## config.mk

```make
export PLATFORM = sky130hd
export DESIGN_NAME = subneg_mem_server_flat
export DESIGN_NICKNAME = d
export VERILOG_FILES = /design/src/rtl/subneg_mem_if.sv /design/src/rtl/subneg_mem_server.sv /design/src/flat_wrapper.sv
export SDC_FILE = /design/constraint.sdc
export NUM_CORES = 1
export LEC_CHECK = 0
export BUFFER_PORTS_ARGS = -buffer_cell sky130_fd_sc_hd__buf_2
export CORE_MARGIN = 5
export CORE_UTILIZATION = 55
export DETAILED_ROUTE_END_ITERATION = 7
export PLACE_DENSITY_LB_ADDON = 0.3
export SYNTH_ARGS = -nofsm -noshare
export SYNTH_HDL_FRONTEND = slang
export SYNTH_SLANG_ARGS = --single-unit
```

## constraint.sdc

```tcl
create_clock -name clk -period 3.36 [get_ports clk]
set_input_delay 0.504 -clock clk [delete_from_list [all_inputs] [get_ports clk]]
set_output_delay 0.504 -clock clk [all_outputs]
set_load 0.05 [all_outputs]
```

## src/rtl/subneg_mem_if.sv

```systemverilog
// ----------------------------------------------------------------------------
// subneg_mem_if : host loader port + core req/ack port + status for the
//                 subneg memory server.
// Rev 1.0 - initial release
// ----------------------------------------------------------------------------
`default_nettype none

interface subneg_mem_if #(
  parameter int AW = 6
);
  logic          host_load_en;
  logic          host_valid;
  logic [7:0]    host_data;
  logic          host_ready;
  logic          cpu_req;
  logic          cpu_we;
  logic [AW-1:0] cpu_addr;
  logic [7:0]    cpu_wdata;
  logic          cpu_ack;
  logic [7:0]    cpu_rdata;
  logic [7:0]    display;
  logic          load_done;
  logic          err;

  modport slave (
    input  host_load_en, host_valid, host_data,
    input  cpu_req, cpu_we, cpu_addr, cpu_wdata,
    output host_ready, cpu_ack, cpu_rdata, display, load_done, err
  );

  modport master (
    output host_load_en, host_valid, host_data,
    output cpu_req, cpu_we, cpu_addr, cpu_wdata,
    input  host_ready, cpu_ack, cpu_rdata, display, load_done, err
  );
endinterface

`default_nettype wire

```

## src/rtl/subneg_mem_server.sv

```systemverilog
// ----------------------------------------------------------------------------
// subneg_mem_server : program/data RAM for the subneg core with a byte-stream
//                     host loader and a memory-mapped display register.
// Rev 1.0 - initial release
// ----------------------------------------------------------------------------
`default_nettype none

module subneg_mem_server #(
  parameter int unsigned DEPTH     = 32,
  parameter int unsigned AW        = 6,
  parameter int unsigned DISP_ADDR = 21
) (
  input  wire logic   clk,
  input  wire logic   reset,
  subneg_mem_if.slave bus
);

  localparam int unsigned IW = (DEPTH > 1) ? $clog2(DEPTH) : 1;

  typedef enum logic [1:0] {
    SERVE     = 2'd0,
    LOAD_ADDR = 2'd1,
    LOAD_DATA = 2'd2,
    DONE      = 2'd3
  } state_t;

  state_t        state, state_nx;
  logic [AW-1:0] ptr, ptr_nx;
  logic          load_we;
  logic          host_addr_bad;

  logic [7:0]    mem [DEPTH];
  logic          cpu_ack, err;
  logic [7:0]    cpu_rdata, display;

  logic          cpu_acc, cpu_oor, cpu_disp, cpu_mem_we;

  // Loader FSM. Dropping host_load_en wins over a byte in the same cycle.
  always_comb begin
    state_nx      = state;
    ptr_nx        = ptr;
    load_we       = 1'b0;
    host_addr_bad = 1'b0;
    case (state)
      SERVE: begin
        if (bus.host_load_en) state_nx = LOAD_ADDR;
      end
      LOAD_ADDR: begin
        if (!bus.host_load_en) begin
          state_nx = DONE;
        end else if (bus.host_valid) begin
          state_nx = LOAD_DATA;
          if (32'(bus.host_data) >= DEPTH) begin
            host_addr_bad = 1'b1;
            ptr_nx        = '0;
          end else begin
            ptr_nx = bus.host_data[AW-1:0];
          end
        end
      end
      LOAD_DATA: begin
        if (!bus.host_load_en) begin
          state_nx = DONE;
        end else if (bus.host_valid) begin
          load_we = 1'b1;
          ptr_nx  = (ptr == AW'(DEPTH - 1)) ? '0 : ptr + AW'(1);
        end
      end
      DONE: begin
        state_nx = SERVE;
      end
      default: begin
        state_nx = SERVE;
      end
    endcase
  end

  always_comb begin
    cpu_acc    = (state == SERVE) && bus.cpu_req;
    cpu_oor    = 32'(bus.cpu_addr) >= DEPTH;
    cpu_disp   = bus.cpu_addr == AW'(DISP_ADDR);
    cpu_mem_we = cpu_acc && bus.cpu_we && !cpu_oor && !cpu_disp;
  end

  always_ff @(posedge clk or posedge reset) begin
    if (reset) begin
      state     <= SERVE;
      ptr       <= '0;
      cpu_ack   <= 1'b0;
      cpu_rdata <= 8'h00;
      display   <= 8'h00;
      err       <= 1'b0;
    end else begin
      state   <= state_nx;
      ptr     <= ptr_nx;
      cpu_ack <= cpu_acc;
      if (cpu_acc && !bus.cpu_we) begin
        if (cpu_oor)
          cpu_rdata <= 8'h00;
        else if (cpu_disp)
          cpu_rdata <= display;
        else
          cpu_rdata <= mem[bus.cpu_addr[IW-1:0]];
      end
      if (cpu_acc && bus.cpu_we && cpu_disp)
        display <= bus.cpu_wdata;
      if (host_addr_bad || (cpu_acc && cpu_oor))
        err <= 1'b1;
    end
  end

  // RAM has no reset so a loaded program survives it.
  always_ff @(posedge clk) begin
    if (!reset) begin
      if (load_we)
        mem[ptr[IW-1:0]] <= bus.host_data;
      else if (cpu_mem_we)
        mem[bus.cpu_addr[IW-1:0]] <= bus.cpu_wdata;
    end
  end

  assign bus.host_ready = (state == LOAD_ADDR) || (state == LOAD_DATA);
  assign bus.load_done  = (state == DONE);
  assign bus.cpu_ack    = cpu_ack;
  assign bus.cpu_rdata  = cpu_rdata;
  assign bus.display    = display;
  assign bus.err        = err;

endmodule

`default_nettype wire
```

## src/flat_wrapper.sv

```systemverilog
// flat-port wrapper written by rule: the top's interface ports become plain ports
module subneg_mem_server_flat 
#(
  parameter int unsigned DEPTH     = 32,
  parameter int unsigned AW        = 6,
  parameter int unsigned DISP_ADDR = 21
)
  (clk, reset, bus_host_load_en, bus_host_valid, bus_host_data, bus_cpu_req, bus_cpu_we, bus_cpu_addr, bus_cpu_wdata, bus_host_ready, bus_cpu_ack, bus_cpu_rdata, bus_display, bus_load_done, bus_err);
  subneg_mem_if #(.AW(AW)) bus_i ();
  input  wire logic clk;
  input  wire logic reset;
  input wire logic [$bits(bus_i.host_load_en)-1:0] bus_host_load_en;
  input wire logic [$bits(bus_i.host_valid)-1:0] bus_host_valid;
  input wire logic [$bits(bus_i.host_data)-1:0] bus_host_data;
  input wire logic [$bits(bus_i.cpu_req)-1:0] bus_cpu_req;
  input wire logic [$bits(bus_i.cpu_we)-1:0] bus_cpu_we;
  input wire logic [$bits(bus_i.cpu_addr)-1:0] bus_cpu_addr;
  input wire logic [$bits(bus_i.cpu_wdata)-1:0] bus_cpu_wdata;
  output wire logic [$bits(bus_i.host_ready)-1:0] bus_host_ready;
  output wire logic [$bits(bus_i.cpu_ack)-1:0] bus_cpu_ack;
  output wire logic [$bits(bus_i.cpu_rdata)-1:0] bus_cpu_rdata;
  output wire logic [$bits(bus_i.display)-1:0] bus_display;
  output wire logic [$bits(bus_i.load_done)-1:0] bus_load_done;
  output wire logic [$bits(bus_i.err)-1:0] bus_err;
  assign bus_i.host_load_en = bus_host_load_en;
  assign bus_i.host_valid = bus_host_valid;
  assign bus_i.host_data = bus_host_data;
  assign bus_i.cpu_req = bus_cpu_req;
  assign bus_i.cpu_we = bus_cpu_we;
  assign bus_i.cpu_addr = bus_cpu_addr;
  assign bus_i.cpu_wdata = bus_cpu_wdata;
  assign bus_host_ready = bus_i.host_ready;
  assign bus_cpu_ack = bus_i.cpu_ack;
  assign bus_cpu_rdata = bus_i.cpu_rdata;
  assign bus_display = bus_i.display;
  assign bus_load_done = bus_i.load_done;
  assign bus_err = bus_i.err;
  subneg_mem_server #(.DEPTH(DEPTH), .AW(AW), .DISP_ADDR(DISP_ADDR)) u_core (.clk(clk), .reset(reset), .bus(bus_i));
endmodule
```

==> summary.md, run 1 <==
| Metric | Value |
|---|---|
| Detailed placer's ending HPWL | `19000 um` |
| Cells along the critical path | `inv_1 -> ha_1 -> nand3_1 -> a2111o_1 -> o21ai_1 -> nand4b_1 -> nor3_1 -> buf_4` |
| Synthesis warning total | `0` |
| Worst path arrival time | `3.44 ns` |
| Average vias per placed instance | `6.50` |
| Die Y-Extent | `156 um` |
| Post-synth cell types | `53` |
| H-tree depth reported by CTS | `1` |
| Wire length of the first global-routing pass | `43400 um` |
| Critical path peak fanout | `8` |
| Gp weighted congestion | `0.955` |
| Final-report setup violation count | `0` |
| Outcome | `finished, final reports clean` |
| First-pass detailed-route iteration total | `8` |
| Leading register cell type out of synthesis | `sky130_fd_sc_hd__edfxtp_1` |
| Register area share after synthesis | `70.9%` |
| Worst max-slew margin expressed relative to the limit | `41.1%` |
| Count of pins over their slew limit | `0` |
| Class of the most critical setup path | `register to register` |
| Via count of the routed design | `7143` |
| Number of fill cells | `1390` |
| Worst path slowest cell | `sky130_fd_sc_hd__a2111o_1` |
| Top-count cell post-synth | `sky130_fd_sc_hd__edfxtp_1` |
| Post-detailed-route wirelength per cell | `26.3 um` |
| Die area | `24400 um2` |
| Setup_tns | `0 ns` |
| Post-CTS Setup Inserts | `0` |
| Clock-pin slew reported for the worst setup and hold paths after clock tree synthesis | `0.07 ns` |
| RSZ-0062 raised after global routing | `false` |
| ANT cells | `0` |
| Largest vdd supply drop | `0.000471 V` |
| Number of remaining DRC errors | `0` |
| Cell type with the highest aggregate area in the netlist | `sky130_fd_sc_hd__edfxtp_1` |
| Count of flip-flops with a built-in enable after synthesis | `256` |
| Maximum operating frequency | `313 MHz` |
| Post-synthesis instance area | `11800 um2` |
| Clock tree from TritonCTS | `built` |
| Number of cells on the worst reg-to-reg path | `8` |
| Leakage dissipation | `4.98 nW` |
| Critical Path Max Stage Delay | `0.55 ns` |
| Root cell of the clock tree | `sky130_fd_sc_hd__clkbuf_16` |
| Cell types with the largest area share after synthesis | `sky130_fd_sc_hd__edfxtp_1 (65%), sky130_fd_sc_hd__mux2i_1 (7.3%), sky130_fd_sc_hd__dfrtp_1 (5.5%), sky130_fd_sc_hd__mux4_2 (4.0%), sky130_fd_sc_hd__a22oi_1 (2.6%)` |
| I/O pin count | `48` |
| Number of DRC markers in iteration 0 | `996` |
| Cell Pwr Density | `650 nW/um2` |
| Crit path launch type | `register` |
| Flop2flop setup slack | `0.16 ns` |
| Final core utilization | `65.5%` |
| Kind of path behind the tightest hold check | `input port to asynchronous set/reset pin` |
| Transition time of the tightest slew-check pin | `0.862 ns` |
| Total wirelength of the detailed-routed design | `28900 um` |
| Number of instances in the synthesized netlist | `701` |
| Max-capacitance violation count | `0` |
| Reg-to-reg critical path endpoint | `u_core.mem[4][0]$_DFFE_PP_` |
| Count of endpoints failing hold in the final timing report | `0` |
| Setup skew after layout | `0.00931 ns` |
| Share of flip-flops with an asynchronous set or reset after synthesis | `9.22%` |
| Syn avg cell area | `16.8 um2` |
| CP endpoint kind | `register` |
| Initial Util | `56.0%` |
| Area grow syn2layout | `17.1%` |
| Post-detailed-route count of antenna-violating nets | `0` |
| Initial antenna violation count | `0` |
| Endpoint required time on the critical path | `3.60 ns` |
| Overall overflow remaining after global route | `0` |
| R2r startpoint | `u_core.state[0]$_DFFE_PP0P_` |
| Number of synthesized register bits | `282` |
| Post-layout min period | `3.20 ns` |
| Via count of the first global-routing pass | `7106` |
| Most numerous cell types in the synthesized netlist | `sky130_fd_sc_hd__edfxtp_1 (256), sky130_fd_sc_hd__mux2i_1 (86), sky130_fd_sc_hd__a22oi_1 (41), sky130_fd_sc_hd__a21oi_1 (26), sky130_fd_sc_hd__dfrtp_1 (26)` |
| CTS Buf Count | `28` |
| GR Util All Layers | `23.4%` |
| Row count | `53` |
| Net count of the finished layout | `836` |
| TritonCTS Sinks | `282` |
| Proportion of layout cells with a drive suffix above 1 | `24.5%` |
| Area of the core | `21000 um2` |
| Mapped Nets | `735` |
| Die extent in x | `156 um` |
| Clock latency reported for the late side of the worst-skew pair | `0.53 ns` |
| Area fraction of the dominant cell type after synthesis | `65.4%` |
| Pin count of the biggest net entering global routing | `40` |
| Share of the cycle needed by the critical path after routing | `95.1%` |
| Number of buffers added on ports | `47` |
| Maximum clock path buffer count | `3` |
[cells by family (layout without fill, tap and decap cells)]
logic type	count (synthesis)	in the layout	synth area share, %
muxes	124	124	13.0
adders and majority gates	6	6	0.638
buffers and inverters	45	168	2.12
AOI/OAI and AO/OA	127	127	7.62
DFF	282	282	70.9
and+or+nand+nor	117	117	5.78
[critical path: cells and delay by family (launching register included)]
family | cells | cell delay, ns
flip-flops | 1 | 0.43
AO/OA/AOI/OAI | 2 | 0.85
AND/OR/NAND/NOR | 3 | 1.03
adder cells (fa/ha/maj) | 1 | 0.23
buffers and inverters | 2 | 0.36
[metal layers]
| layer | up-vias | wire, um | track usage (%) |
|---|---|---|---|
| met5 | - | 0 | 0 |
| met4 | 0 | 905 | 6.36 |
| met3 | 97 | 2340 | 5.20 |
| met2 | 394 | 14400 | 39.0 |
| met1 | 3596 | 11300 | 31.6 |
| li1 | 3056 | - | - |
[how the worst max path moves through the flow]
| stage | from | endpoint | slack [ns] | cells past startpoint |
|---|---|---|---|---|
| after floorplan | u_core.state[0]$_DFFE_PP0P_ | u_core.mem[18][0]$_DFFE_PP_ | 0.22 | 8 |
| after global placement | bus_cpu_addr[3] | u_core.mem[5][6]$_DFFE_PP_ | 0.39 | 6 |
| after detailed placement | u_core.state[0]$_DFFE_PP0P_ | u_core.mem[5][7]$_DFFE_PP_ | 0.16 | 7 |
| after CTS | u_core.state[0]$_DFFE_PP0P_ | u_core.mem[5][7]$_DFFE_PP_ | 0.15 | 7 |
| after global routing | u_core.state[0]$_DFFE_PP0P_ | u_core.mem[26][1]$_DFFE_PP_ | 0.006 | 8 |
| final | u_core.state[0]$_DFFE_PP0P_ | u_core.mem[4][0]$_DFFE_PP_ | 0.16 | 8 |
[state kept, by name, summed over array words and instances (netlist names)]
signal                flops
u_core.ptr                6
u_core.mem              256
u_core.bus.display        8
u_core.bus.cpu_ack        1
u_core.state              2
u_core.bus.cpu_rdata      8
u_core.bus.err            1
[repair_timing]
action,4_1_cts,5_1_grt
gates resized for setup,0,1
hold buffers,0,0
setup endpoints to repair,0,8
[metrics by stage]
step                      hold slack (ns)  instance area (um2)  worst slack, ns  cells  power [mW]
after floorplan                     0.453                11800            0.224    701        5.00
after global placement              0.468                12700            0.390   1047        5.36
after detailed placement            0.467                12700            0.158   1047        5.41
after CTS                          0.0877                13800            0.150   1099        8.94
after global routing                0.131                13800          0.00648   1099        9.21
final                              0.0995                13800            0.165   1099        8.95
[power by group]
group	switching (mW)	internal [mW]	total, mW
sequential	0.101	3.96	4.06
combinational	0.937	0.385	1.32
clock	1.31	2.26	3.57
[cell usage in the layout (no fill, tap or decap), types with 5 or more instances in the layout]
cell / instances
sky130_fd_sc_hd__nand2_1: 14
sky130_fd_sc_hd__a22oi_1: 41
sky130_fd_sc_hd__a21oi_1: 26
sky130_fd_sc_hd__mux2i_1: 86
sky130_fd_sc_hd__a211o_1: 5
sky130_fd_sc_hd__a221o_1: 6
sky130_fd_sc_hd__nor2_1: 10
sky130_fd_sc_hd__nor2b_1: 7
sky130_fd_sc_hd__ha_1: 6
sky130_fd_sc_hd__o211ai_1: 7
sky130_fd_sc_hd__dfrtp_1: 26
sky130_fd_sc_hd__nor4_1: 20
sky130_fd_sc_hd__buf_2: 46
sky130_fd_sc_hd__nor3_1: 21
sky130_fd_sc_hd__and3_1: 10
sky130_fd_sc_hd__buf_12: 9
sky130_fd_sc_hd__o21ai_0: 15
sky130_fd_sc_hd__mux2_2: 17
sky130_fd_sc_hd__buf_4: 51
sky130_fd_sc_hd__inv_1: 9
sky130_fd_sc_hd__clkbuf_16: 29
sky130_fd_sc_hd__edfxtp_1: 256
sky130_fd_sc_hd__bufinv_16: 9
sky130_fd_sc_hd__clkinv_2: 6
sky130_fd_sc_hd__mux4_2: 21
sky130_fd_sc_hd__nand3_1: 11
[final cells by class]
class	count	area (um2)	share of cell area [%]
sequential	282	8340	60.5
multi-input combinational	374	3180	23.1
timing repair buffer	107	805	5.84
clock buffer	30	729	5.30
tap	275	344	2.50
clock inverter	22	340	2.47
inverter	9	33.8	0.245
(Power assumes the default switching activity.)
==> inputs of run 2 (changes only) <==
--- a/config.mk
+++ b/config.mk
@@ -7,7 +7,7 @@
 export LEC_CHECK = 0
 export BUFFER_PORTS_ARGS = -buffer_cell sky130_fd_sc_hd__buf_2
 export CORE_MARGIN = 5
-export CORE_UTILIZATION = 55
+export CORE_UTILIZATION = 60
 export DETAILED_ROUTE_END_ITERATION = 7
 export PLACE_DENSITY_LB_ADDON = 0.3
 export SYNTH_ARGS = -nofsm -noshare
==> constraint.sdc (replaced) <==
create_clock -name clk -period 3.25 [get_ports clk]
set_input_delay 0.4875 -clock clk [delete_from_list [all_inputs] [get_ports clk]]
set_output_delay 0.4875 -clock clk [all_outputs]
set_load 0.05 [all_outputs]
==> run 2 against run 1 <==
Critical path depth decreased by 1. Combinational power increased by 7%. Wire length is 3.2% lower. Clock power fell by 18%. Fmax rose by 1.7%. Clock-buffer cell count increased by 4. Utilization is 4.2 points higher. Non-clock buffer count up 2. First-iteration DRC count down 19%. Worst hold slack got worse by 0.028 ns. Sequential cell count unchanged. Clock skew grew 0.0066 ns. Critical endpoint is now u_core.mem[27][2]$_DFFE_PP_.
==> summary.md, run 2 (synthesis gave the netlist of run 1 again) <==
| Metric | Value |
|---|---|
| Outcome | `finished, final reports clean` |
| Final Total Pwr | `8.54 mW (-4.6%)` |
| Leakage dissipation | `4.86 nW (-2.5%)` |
| Average vias per placed instance | `6.47 (-0.51%)` |
| Most common cell after layout, fill and taps aside | `sky130_fd_sc_hd__edfxtp_1` |
| Cell Pwr Density | `631 nW/um2 (-2.9%)` |
| Post-layout min period | `3.14 ns (-0.0548 ns)` |
| Clock tree from TritonCTS | `built` |
| Area grow syn2layout | `15.0%` |
| Share of the cycle needed by the critical path after routing | `96.6% (+1.5 points)` |
| Post-detailed-route wirelength per cell | `25.8 um (-2.0%)` |
| Clock-pin slew reported for the worst setup and hold paths after clock tree synthesis | `0.07 ns (about the same)` |
| Net count of the finished layout | `837 (+0.12%)` |
| Via count of the first global-routing pass | `7173 (+0.94%)` |
| Proportion of layout cells with a drive suffix above 1 | `23.8% (-0.73 points)` |
| Number of DRC markers in iteration 0 | `805 (-19%)` |
| Root cell of the clock tree | `sky130_fd_sc_hd__clkbuf_16` |
| Gp weighted congestion | `0.988 (+3.5%)` |
| Initial Util | `60.6% (+4.7 points)` |
| Die Y-Extent | `150 um (-4.0%)` |
| Count of placed standard cells including taps | `1036 (-1.1%)` |
| Kind of path behind the tightest hold check | `input port to asynchronous set/reset pin` |
| Worst max-slew margin expressed relative to the limit | `41.8% (+0.71 points)` |
| GR Util All Layers | `25.4% (+2.0 points)` |
| Number of remaining DRC errors | `0 (unchanged)` |
| Maximum operating frequency | `318 MHz (+1.7%)` |
| ANT cells | `0 (unchanged)` |
| Number of buffers added on ports | `47 (unchanged)` |
| Post-detailed-route count of antenna-violating nets | `0 (unchanged)` |
| Largest vdd supply drop | `0.000480 V (+2.0%)` |
| H-tree depth reported by CTS | `1 (unchanged)` |
| Maximum clock path buffer count | `3 (unchanged)` |
| Worst path arrival time | `3.43 ns (about the same)` |
| Endpoint required time on the critical path | `3.54 ns (-0.06 ns)` |
| Transition time of the tightest slew-check pin | `0.873 ns (+0.0116 ns)` |
| Area of the core | `19400 um2 (-7.7%)` |
| Final-report setup violation count | `0 (unchanged)` |
| Die extent in x | `150 um (-4.0%)` |
| Pin count of the biggest net entering global routing | `43 (+7.5%)` |
| Number of fill cells | `1270 (-8.6%)` |
| TritonCTS Sinks | `282 (unchanged)` |
| First-pass detailed-route iteration total | `5 (-3)` |
| Row count | `51 (-3.8%)` |
| Post-route insts no fill | `1085 (-1.3%)` |
| Most frequent cells in the layout | `sky130_fd_sc_hd__edfxtp_1 (256), sky130_fd_sc_hd__mux2i_1 (86), sky130_fd_sc_hd__buf_4 (53)` |
| CTS Buf Count | `27 (-3.6%)` |
| Wire length of the first global-routing pass | `42300 um (-2.4%)` |
| Overall overflow remaining after global route | `0 (unchanged)` |
| Count of endpoints failing hold in the final timing report | `0 (unchanged)` |
| Critical path peak fanout | `12 (+4)` |
| Class of the most critical setup path | `register to register` |
| # hold bufs at CTS | `0 (unchanged)` |
| Count of pins over their slew limit | `0 (unchanged)` |
| Clock latency reported for the late side of the worst-skew pair | `0.54 ns (about the same)` |
| Via count of the routed design | `7016 (-1.8%)` |
| Crit path launch type | `register` |
| Total wirelength of the detailed-routed design | `28000 um (-3.2%)` |
| Detailed placer's ending HPWL | `18600 um (-2.3%)` |
| Max-capacitance violation count | `0 (unchanged)` |
| Setup skew after layout | `0.0159 ns (+0.00658 ns)` |
| RSZ-0062 raised after global routing | `false` |
| I/O pin count | `48 (unchanged)` |
| Initial antenna violation count | `2 (+2)` |
| Die area | `22500 um2 (-7.8%)` |
| Flip-flop count of the largest register after layout | `256 (unchanged)` |
| CP endpoint kind | `register` |
run 2: changes by cell type in the layout (fill, tap and decap cells not counted), moves of 2 or more:
cell / delta
sky130_fd_sc_hd__clkbuf_1: +6
sky130_fd_sc_hd__clkinv_4: -2
sky130_fd_sc_hd__clkbuf_16: -2
sky130_fd_sc_hd__buf_4: +2
sky130_fd_sc_hd__bufinv_16: -7
run 2: path summary, 6_finish.rpt:
path                       slack, ns                                  end                        start  cells past startpoint
setup / recovery                0.11          u_core.mem[27][2]$_DFFE_PP_  u_core.state[0]$_DFFE_PP0P_                      7
hold / removal                  0.07            u_core.ptr[4]$_DFFE_PP0P_                        reset                      3
setup reg to reg                0.11          u_core.mem[27][2]$_DFFE_PP_  u_core.state[0]$_DFFE_PP0P_                      7
hold reg to reg                 0.49           u_core.bus.err$_DFFE_PP0P_   u_core.bus.err$_DFFE_PP0P_                      2
max in group asynchronous       2.90  u_core.bus.cpu_rdata[2]$_DFFE_PP0P_                        reset                      3
min in group clk                0.21    u_core.bus.display[5]$_DFFE_PP0P_             bus_cpu_wdata[5]                      2
run 2: worst max-delay path, stage by stage, from the launching register on:
cell                      delay, ns
sky130_fd_sc_hd__dfrtp_1       0.43
sky130_fd_sc_hd__inv_1         0.13
sky130_fd_sc_hd__ha_1          0.39
sky130_fd_sc_hd__nand3_1       0.38
sky130_fd_sc_hd__a31oi_1       0.77
sky130_fd_sc_hd__a211o_1       0.47
sky130_fd_sc_hd__nor4_1        0.10
sky130_fd_sc_hd__buf_4         0.23
run 2: final cells by class:
class                   count  area (um2)  share of cell area, %
inverters                   9        33.8                  0.250
well taps                 265         332                   2.45
clock inverters            12         113                  0.833
clock buffers              34         702                   5.19
repair buffers            109         820                   6.06
multi-input cells         374        3190                   23.6
flip-flops and latches    282        8340                   61.7
run 2: routing by layer:
layer  wire, um  share of wire (%)  vias to the layer above  GRT usage [%]
met3       2510                9.0                       58           4.72
met5         18              0.064                        -              0
met1      10700                 38                     3520           35.3
li1           -                  -                     3058              -
met2      14000                 50                      378           41.7
met4        777                2.8                        2           7.46
run 2: repair_timing:
action | CTS | global route
resized for setup | 1 | 1
setup endpoints to repair | 8 | 60
gates cloned | 0 | 0
pin swaps | 0 | 2
buffers inserted | 0 | 3
run 2: where the power goes:
part	leakage [nW]	total, mW	internal, mW	switching [mW]
registers	2.64	4.20	4.09	0.103
clock network	0.398	2.93	1.68	1.25
logic	1.82	1.41	0.406	1.01
total	4.86	8.54	6.18	2.36
run 2: stage by stage:
| stage | setup slack, ns | instance area [um2] | util [%] | setup TNS [ns] | hold WS (ns) |
|---|---|---|---|---|---|
| after floorplan | 0.114 | 11800 | - | 0 | 0.453 |
| after global placement | 0.0372 | 12700 | 65.3 | 0 | 0.461 |
| after detailed placement | -0.00501 | 12700 | 65.3 | -0.0643 | 0.471 |
| after CTS | 0.0529 | 13500 | 69.6 | 0 | 0.0741 |
| after global routing | 0.00849 | 13500 | 69.7 | 0 | 0.102 |
| final | 0.110 | 13500 | 69.7 | 0 | 0.0715 |
